File: src/rtl/mkr_button_reader.sv
// -----------------------------------------------------------------------------
// mkr_button_reader
//
// Turns one raw push-button pin into clean press events. The pin is
// synchronised, debounced and then classified as a short press, a long press
// reaching its threshold, or a release after a long press. Events are held on
// a valid/ack handshake. A sticky overflow flag records an event that was lost
// because the previous one had not been consumed.
//
// Ports
//   iCLK        in   1  single clock for all logic
//   iRESET      in   1  synchronous reset, active-high
//   iBTN        in   1  raw asynchronous button pin
//   oLEVEL      out  1  debounced pressed state (1 = pressed, polarity-free)
//   oEVT_VALID  out  1  an event is pending
//   oEVT_CODE   out  2  01 short press, 10 long press reached, 11 long release
//   iEVT_ACK    in   1  consumer takes the pending event this cycle
//   oOVF        out  1  sticky: an event was dropped while one was pending
// -----------------------------------------------------------------------------
module mkr_button_reader #(
    parameter bit ACTIVE_LOW      = 1'b1,
    parameter int DEBOUNCE_CYCLES = 800000,
    parameter int LONG_CYCLES     = 80000000,
    parameter int CNT_W           = 27
) (
    input  logic       iCLK,
    input  logic       iRESET,
    input  logic       iBTN,
    output logic       oLEVEL,
    output logic       oEVT_VALID,
    output logic [1:0] oEVT_CODE,
    input  logic       iEVT_ACK,
    output logic       oOVF
);

    typedef enum logic [1:0] {
        IDLE    = 2'd0,
        PRESSED = 2'd1,
        LONG    = 2'd2
    } state_t;

    localparam logic [1:0] EVT_NONE    = 2'b00;
    localparam logic [1:0] EVT_SHORT   = 2'b01;
    localparam logic [1:0] EVT_LONG    = 2'b10;
    localparam logic [1:0] EVT_RELEASE = 2'b11;

    localparam logic [CNT_W-1:0] DB_LAST   = CNT_W'(DEBOUNCE_CYCLES - 1);
    localparam logic [CNT_W-1:0] LONG_LAST = CNT_W'(LONG_CYCLES - 1);

    // Synchroniser stores the polarity-corrected level, so 0 always means
    // "not pressed" and reset leaves the chain in the released state.
    logic sync_1;
    logic sync_2;
    logic p_sync;

    // NOTE: sequential state uses non-blocking assignments so every register
    // samples the pre-edge values of the others, independent of block order.
    always_ff @(posedge iCLK) begin
        if (iRESET) begin
            sync_1 <= 1'b0;
            sync_2 <= 1'b0;
        end else begin
            sync_1 <= iBTN ^ ACTIVE_LOW;
            sync_2 <= sync_1;
        end
    end

    assign p_sync = sync_2;

    // Debounce: a new level must persist DEBOUNCE_CYCLES consecutive cycles.
    // The counter never passes DB_LAST, so it cannot wrap.
    logic [CNT_W-1:0] db_cnt;

    always_ff @(posedge iCLK) begin
        if (iRESET) begin
            db_cnt <= '0;
            oLEVEL <= 1'b0;
        end else if (p_sync == oLEVEL) begin
            db_cnt <= '0;
        end else if (db_cnt == DB_LAST) begin
            oLEVEL <= p_sync;
            db_cnt <= '0;
        end else begin
            db_cnt <= db_cnt + 1'b1;
        end
    end

    // Edge detection on the debounced level, one cycle after it changes.
    logic level_q;
    logic rise;
    logic fall;

    always_ff @(posedge iCLK) begin
        if (iRESET) begin
            level_q <= 1'b0;
        end else begin
            level_q <= oLEVEL;
        end
    end

    assign rise = oLEVEL & ~level_q;
    assign fall = ~oLEVEL & level_q;

    // Press classification FSM.
    state_t           state;
    state_t           state_next;
    logic [CNT_W-1:0] dur_cnt;
    logic [CNT_W-1:0] dur_next;
    logic             evt_fire;
    logic [1:0]       evt_new;

    always_ff @(posedge iCLK) begin
        if (iRESET) begin
            state   <= IDLE;
            dur_cnt <= '0;
        end else begin
            state   <= state_next;
            dur_cnt <= dur_next;
        end
    end

    // NOTE: every signal driven here gets a default first, so no path through
    // the case statement can leave one unassigned and infer a latch.
    always_comb begin
        state_next = state;
        dur_next   = dur_cnt;
        evt_fire   = 1'b0;
        evt_new    = EVT_NONE;
        unique case (state)
            IDLE: begin
                if (rise) begin
                    state_next = PRESSED;
                    dur_next   = '0;
                end
            end
            PRESSED: begin
                // A release coinciding with the long threshold counts as short.
                if (fall) begin
                    state_next = IDLE;
                    evt_fire   = 1'b1;
                    evt_new    = EVT_SHORT;
                end else if (dur_cnt == LONG_LAST) begin
                    state_next = LONG;
                    evt_fire   = 1'b1;
                    evt_new    = EVT_LONG;
                end else begin
                    dur_next = dur_cnt + 1'b1;
                end
            end
            LONG: begin
                // dur_cnt holds at the threshold here, so it never wraps.
                if (fall) begin
                    state_next = IDLE;
                    evt_fire   = 1'b1;
                    evt_new    = EVT_RELEASE;
                end
            end
            default: begin
                state_next = IDLE;
            end
        endcase
    end

    // Event register and handshake. An ack in the same cycle as a new event
    // frees the slot, so the new event replaces the old one.
    always_ff @(posedge iCLK) begin
        if (iRESET) begin
            oEVT_VALID <= 1'b0;
            oEVT_CODE  <= EVT_NONE;
            oOVF       <= 1'b0;
        end else if (evt_fire) begin
            if (!oEVT_VALID || iEVT_ACK) begin
                oEVT_VALID <= 1'b1;
                oEVT_CODE  <= evt_new;
            end else begin
                oOVF <= 1'b1;
            end
        end else if (oEVT_VALID && iEVT_ACK) begin
            oEVT_VALID <= 1'b0;
            oEVT_CODE  <= EVT_NONE;
        end
    end

endmodule

File: config.mk
export PLATFORM = sky130hd
export DESIGN_NAME = mkr_button_reader
export DESIGN_NICKNAME = d
export VERILOG_FILES = /design/src/rtl/mkr_button_reader.sv
export SDC_FILE = /design/constraint.sdc
export NUM_CORES = 1
export LEC_CHECK = 0
export ABC_AREA = 1
export CORE_UTILIZATION = 60
export DETAILED_ROUTE_END_ITERATION = 8
export PLACE_DENSITY = 0.88
export SLEW_MARGIN = 10
export SYNTH_ARGS = -nofsm -noshare
export SYNTH_HDL_FRONTEND = slang
export SYNTH_SLANG_ARGS = --single-unit
File: constraint.sdc
create_clock -name iCLK -period 1.9 [get_ports iCLK]
set_input_delay 0.38 -clock iCLK [delete_from_list [all_inputs] [get_ports iCLK]]
set_output_delay 0.38 -clock iCLK [all_outputs]
set_load 0.005 [all_outputs]
==> flow_results.xml <==
<?xml version="1.0" encoding="UTF-8"?>
<metrics>
  <group name="layout">
    <metric name="final_net_count" unit="">631</metric>
    <metric name="footprint_of_the_multi_input_gates" unit="um^2">2260</metric>
    <metric name="layout.cells.non_filler" unit="">702</metric>
    <metric name="nFillCells" unit="">496</metric>
    <metric name="register_area" unit="um^2">1280</metric>
    <metric name="postLayoutCoreUtil" unit="%">70.1</metric>
    <metric name="drive_gt1_share" unit="%">8.93</metric>
    <metric name="area_delta_synth_final" unit="%">10.7</metric>
    <metric name="layout.cell_area.non_filler" unit="um^2">4250</metric>
    <metric name="antenna-diode-count" unit="">0</metric>
  </group>
  <group name="power">
    <metric name="power_per_cell_area" unit="nW/um^2">700</metric>
    <metric name="seq_power_share" unit="%">45.9</metric>
    <metric name="swShare" unit="%">29.8</metric>
    <metric name="p_clk_share" unit="%">39.3</metric>
    <metric name="total_net_switching_power" unit="uW">886</metric>
    <metric name="cellInternalPower" unit="mW">2.09</metric>
    <metric name="reported_leakage_power" unit="nW">1.48</metric>
    <metric name="vdd.ir_drop.worst" unit="V">0.000722</metric>
    <metric name="comb_power_share" unit="%">14.9</metric>
  </group>
  <group name="clock_network">
    <metric name="worstSkewPairLatency" unit="ns">0.35</metric>
    <metric name="cts.path.max_buffers" unit="">2</metric>
    <metric name="tritoncts.num_buffers" unit="">9</metric>
    <metric name="clk_pin_slew" unit="ns">0.07</metric>
    <metric name="h_tree_lvl_count" unit="">3</metric>
    <metric name="cts_tree" unit="">built</metric>
    <metric name="post-cts-setup-buffers" unit="">0</metric>
    <metric name="clock_sink_count" unit="">64</metric>
    <metric name="root_buffer" unit="">clkbuf_8</metric>
  </group>
  <group name="floorplan">
    <metric name="top_level_ports" unit="">9</metric>
    <metric name="floorplan.initialDensity" unit="%">63.4</metric>
    <metric name="die_area" unit="um^2">6730</metric>
    <metric name="fp-row-count" unit="">28</metric>
    <metric name="die_h" unit="um">82.0</metric>
    <metric name="die-width" unit="um">82.0</metric>
    <metric name="core_area" unit="um^2">6060</metric>
  </group>
  <group name="yosys">
    <metric name="yosys_warnings" unit="">0</metric>
    <metric name="synth.largest_area_cell" unit="">dfxtp_1</metric>
    <metric name="postSynth.topFlopCell" unit="">dfxtp_1</metric>
    <metric name="asyncSetResetFlopFracSynth" unit="%">0</metric>
    <metric name="postSynthRegisterBits" unit="">64</metric>
    <metric name="yosys.cell_types.count" unit="">37</metric>
    <metric name="avgSynthCellArea" unit="um^2">6.33</metric>
    <metric name="yosysTopAreaCellShare" unit="%">33.4</metric>
    <metric name="seq_area_frac_synth" unit="%">33.4</metric>
    <metric name="synth_enable_flop_cells" unit="">0</metric>
    <metric name="synthTopCellsByArea" unit="">dfxtp_1 (33%), nand2_1 (16%), nor2_1 (12%)</metric>
    <metric name="mappedNetlistArea" unit="um^2">3840</metric>
    <metric name="synth_cells" unit="">607</metric>
    <metric name="net_count_synth" unit="">616</metric>
  </group>
  <group name="timing">
    <metric name="fin_worst_skew" unit="ns">0.00964</metric>
    <metric name="worst-slew-pin-transition" unit="ns">0.492</metric>
    <metric name="timing.slew.headroom" unit="%">66.9</metric>
    <metric name="grt_setup_unrepaired" unit="">false</metric>
    <metric name="final.min_clock_period" unit="ns">1.77</metric>
    <metric name="setup_tns" unit="ns">0</metric>
    <metric name="timing.final.crit_share" unit="%">93.2</metric>
    <metric name="finalHoldViolations" unit="">0</metric>
    <metric name="achievable-frequency" unit="MHz">565</metric>
    <metric name="timing_max_transition_violations_final" unit="">0</metric>
    <metric name="setup_viol" unit="">0</metric>
    <metric name="post-route-worst-setup-slack" unit="ns">0.129</metric>
  </group>
  <group name="place">
    <metric name="dp_worst_setup_slack" unit="ns">0.0669</metric>
    <metric name="place.detailed.hpwl" unit="um">6790</metric>
    <metric name="place.port_buffers" unit="">8</metric>
    <metric name="gpl.final_weighted_congestion" unit="">0.963</metric>
    <metric name="dp_cells" unit="">686</metric>
    <metric name="post_dp_cell_area" unit="um^2">4030</metric>
  </group>
  <group name="detailed_routing">
    <metric name="drt_iter0_drc" unit="">291</metric>
    <metric name="wl_per_cell" unit="um">13.2</metric>
    <metric name="detailed_routing_iteration_count_for_the_pre_antenna_repair_pass" unit="">5</metric>
    <metric name="wirelength" unit="um">9240</metric>
    <metric name="detailroute.via_count" unit="">3851</metric>
    <metric name="detailed_route_vias_per_instance" unit="">5.49</metric>
    <metric name="route.detailed.drc" unit="">0</metric>
    <metric name="final_antenna_violating_net_count" unit="">0</metric>
  </group>
  <group name="global_routing">
    <metric name="grt_pass1_vias" unit="">3497</metric>
    <metric name="overflow" unit="">0</metric>
    <metric name="grt_antenna_before_repair" unit="">0</metric>
    <metric name="grt_pass1_wl" unit="um">15300</metric>
    <metric name="grt.total_usage" unit="%">29.9</metric>
    <metric name="grt_start_max_net_pins" unit="">31</metric>
  </group>
  <group name="setup_path">
    <metric name="cp_data_arrival_time" unit="ns">2.01</metric>
    <metric name="timing.critical_path.required" unit="ns">2.14</metric>
    <metric name="setup.worst_path.class" unit="">reg2reg</metric>
    <metric name="worst_setup_path_start_kind" unit="">register</metric>
    <metric name="timing.critical_path.slowest_cell_delay" unit="ns">0.38</metric>
    <metric name="critPathSlowestCell" unit="">dfxtp_1</metric>
    <metric name="worst-path-max-fanout" unit="">27</metric>
    <metric name="end_kind" unit="">register</metric>
    <metric name="worstPathCellList" unit="">inv_1 -&gt; ha_1 -&gt; o21ai_2 -&gt; o21ai_1 -&gt; a21oi_4 -&gt; nand2_8 -&gt; buf_12 -&gt; nor3b_1 -&gt; nor2_1</metric>
  </group>
  <group name="flow_run">
    <metric name="timing.max_cap.violations" unit="">0</metric>
  </group>
  <group name="worst_hold_path">
    <metric name="timing.hold.worst.class" unit="">reg2reg</metric>
  </group>
  <group name="outcome">
    <metric name="run_status" unit="">finished clean</metric>
  </group>
</metrics>
logic make-up after synthesis:
group | Yosys count | share of synthesized area (%)
and+or+nand+nor | 392 | 45.7
adders and majority gates | 5 | 1.63
DFF | 64 | 33.4
buffers and inverters | 80 | 8.60
xor gates and xnor gates | 16 | 3.65
AOI/OAI and AO/OA | 50 | 7.10
path summary, 6_finish.rpt:
check | cells after the start | slack [ns] | startpoint | endpoint
max reg2reg | 9 | 0.13 | state[0] | dur_cnt[3]
min | 2 | 0.42 | sync_1 | p_sync
min reg2reg | 2 | 0.42 | sync_1 | p_sync
max | 9 | 0.13 | state[0] | dur_cnt[3]
critical path, delay by kind of cell (launching register included):
family	cells	cell delay (ns)
AOI/OAI and AO/OA	3	0.46
adders and majority gates	1	0.24
buffers and inverters	2	0.24
DFF	1	0.38
and+or+nand+nor	3	0.34
per-stage QoR:
step | hold WS, ns | power (mW)
floorplan | 0.388 | 1.72
global placement | 0.392 | 1.80
detailed placement | 0.414 | 1.82
CTS | 0.426 | 2.97
global route | 0.463 | 3.06
finish | 0.422 | 2.97
final cells by class:
cell class | instances | share of cell area [%]
clock buffers | 10 | 3.00
clock inverters | 6 | 1.41
inverters | 68 | 6.18
multi-input cells | 463 | 53.2
flip-flops and latches | 64 | 30.1
well taps | 75 | 2.21
repair buffers | 16 | 3.89
Yosys cell counts (7+ instances only):
cell,instances
nor2_2,7
inv_1,61
nand3b_1,10
dfxtp_1,64
nand2_1,167
xor2_1,12
o21ai_0,7
nor2_1,118
nor3_1,10
a21oi_1,37
nand3_1,50
layer usage:
metal	track usage [%]	vias to the layer above	share of wire (%)
li1	-	1960	-
met4	16.3	0	3.3
met1	35.9	1735	43
met5	0	-	0
met3	4.56	27	6.5
met2	50.7	129	47
state kept, by name, summed over array words and instances (netlist names):
name        flops
level_q         1
p_sync          1
oEVT_CODE       2
oEVT_VALID      1
oOVF            1
dur_cnt        27
db_cnt         27
sync_1          1
oLEVEL          1
state           2
placed cells by master (no fill, tap or decap), types with 4 or more instances in the layout:
cell type | netlist | layout
nand2_1 | 167 | 165
nor2_1 | 118 | 116
dfxtp_1 | 64 | 64
inv_1 | 61 | 61
nand3_1 | 50 | 50
a21oi_1 | 37 | 37
xor2_1 | 12 | 12
nor3_1 | 10 | 10
nand3b_1 | 10 | 10
clkbuf_8 | 0 | 9
nor2_2 | 7 | 8
clkdlybuf4s50_1 | 0 | 8
o21ai_0 | 7 | 7
inv_2 | 6 | 6
nand4_1 | 6 | 6
nor4_1 | 6 | 6
buf_4 | 5 | 6
nor2_4 | 4 | 5
xnor2_1 | 4 | 4
nor3b_1 | 4 | 4
ha_1 | 5 | 4
power groups by stage:
| stage | combinational, mW | sequential, mW | clock [mW] |
|---|---|---|---|
| 2_1_floorplan | 0.329 | 1.39 | 0 |
| 3_3_place_gp | 0.409 | 1.39 | 0 |
| 3_5_place_dp | 0.427 | 1.40 | 0 |
| 4_1_cts | 0.428 | 1.36 | 1.18 |
| 5_1_grt | 0.478 | 1.37 | 1.22 |
| 6_report | 0.442 | 1.36 | 1.17 |
timing repair:
| action | 4_1_cts | 5_1_grt |
|---|---|---|
| setup endpoints to repair | 0 | 51 |
| gates resized for setup | 0 | 10 |
| hold buffers | 0 | 0 |
Power figures use the tool's default switching activity.
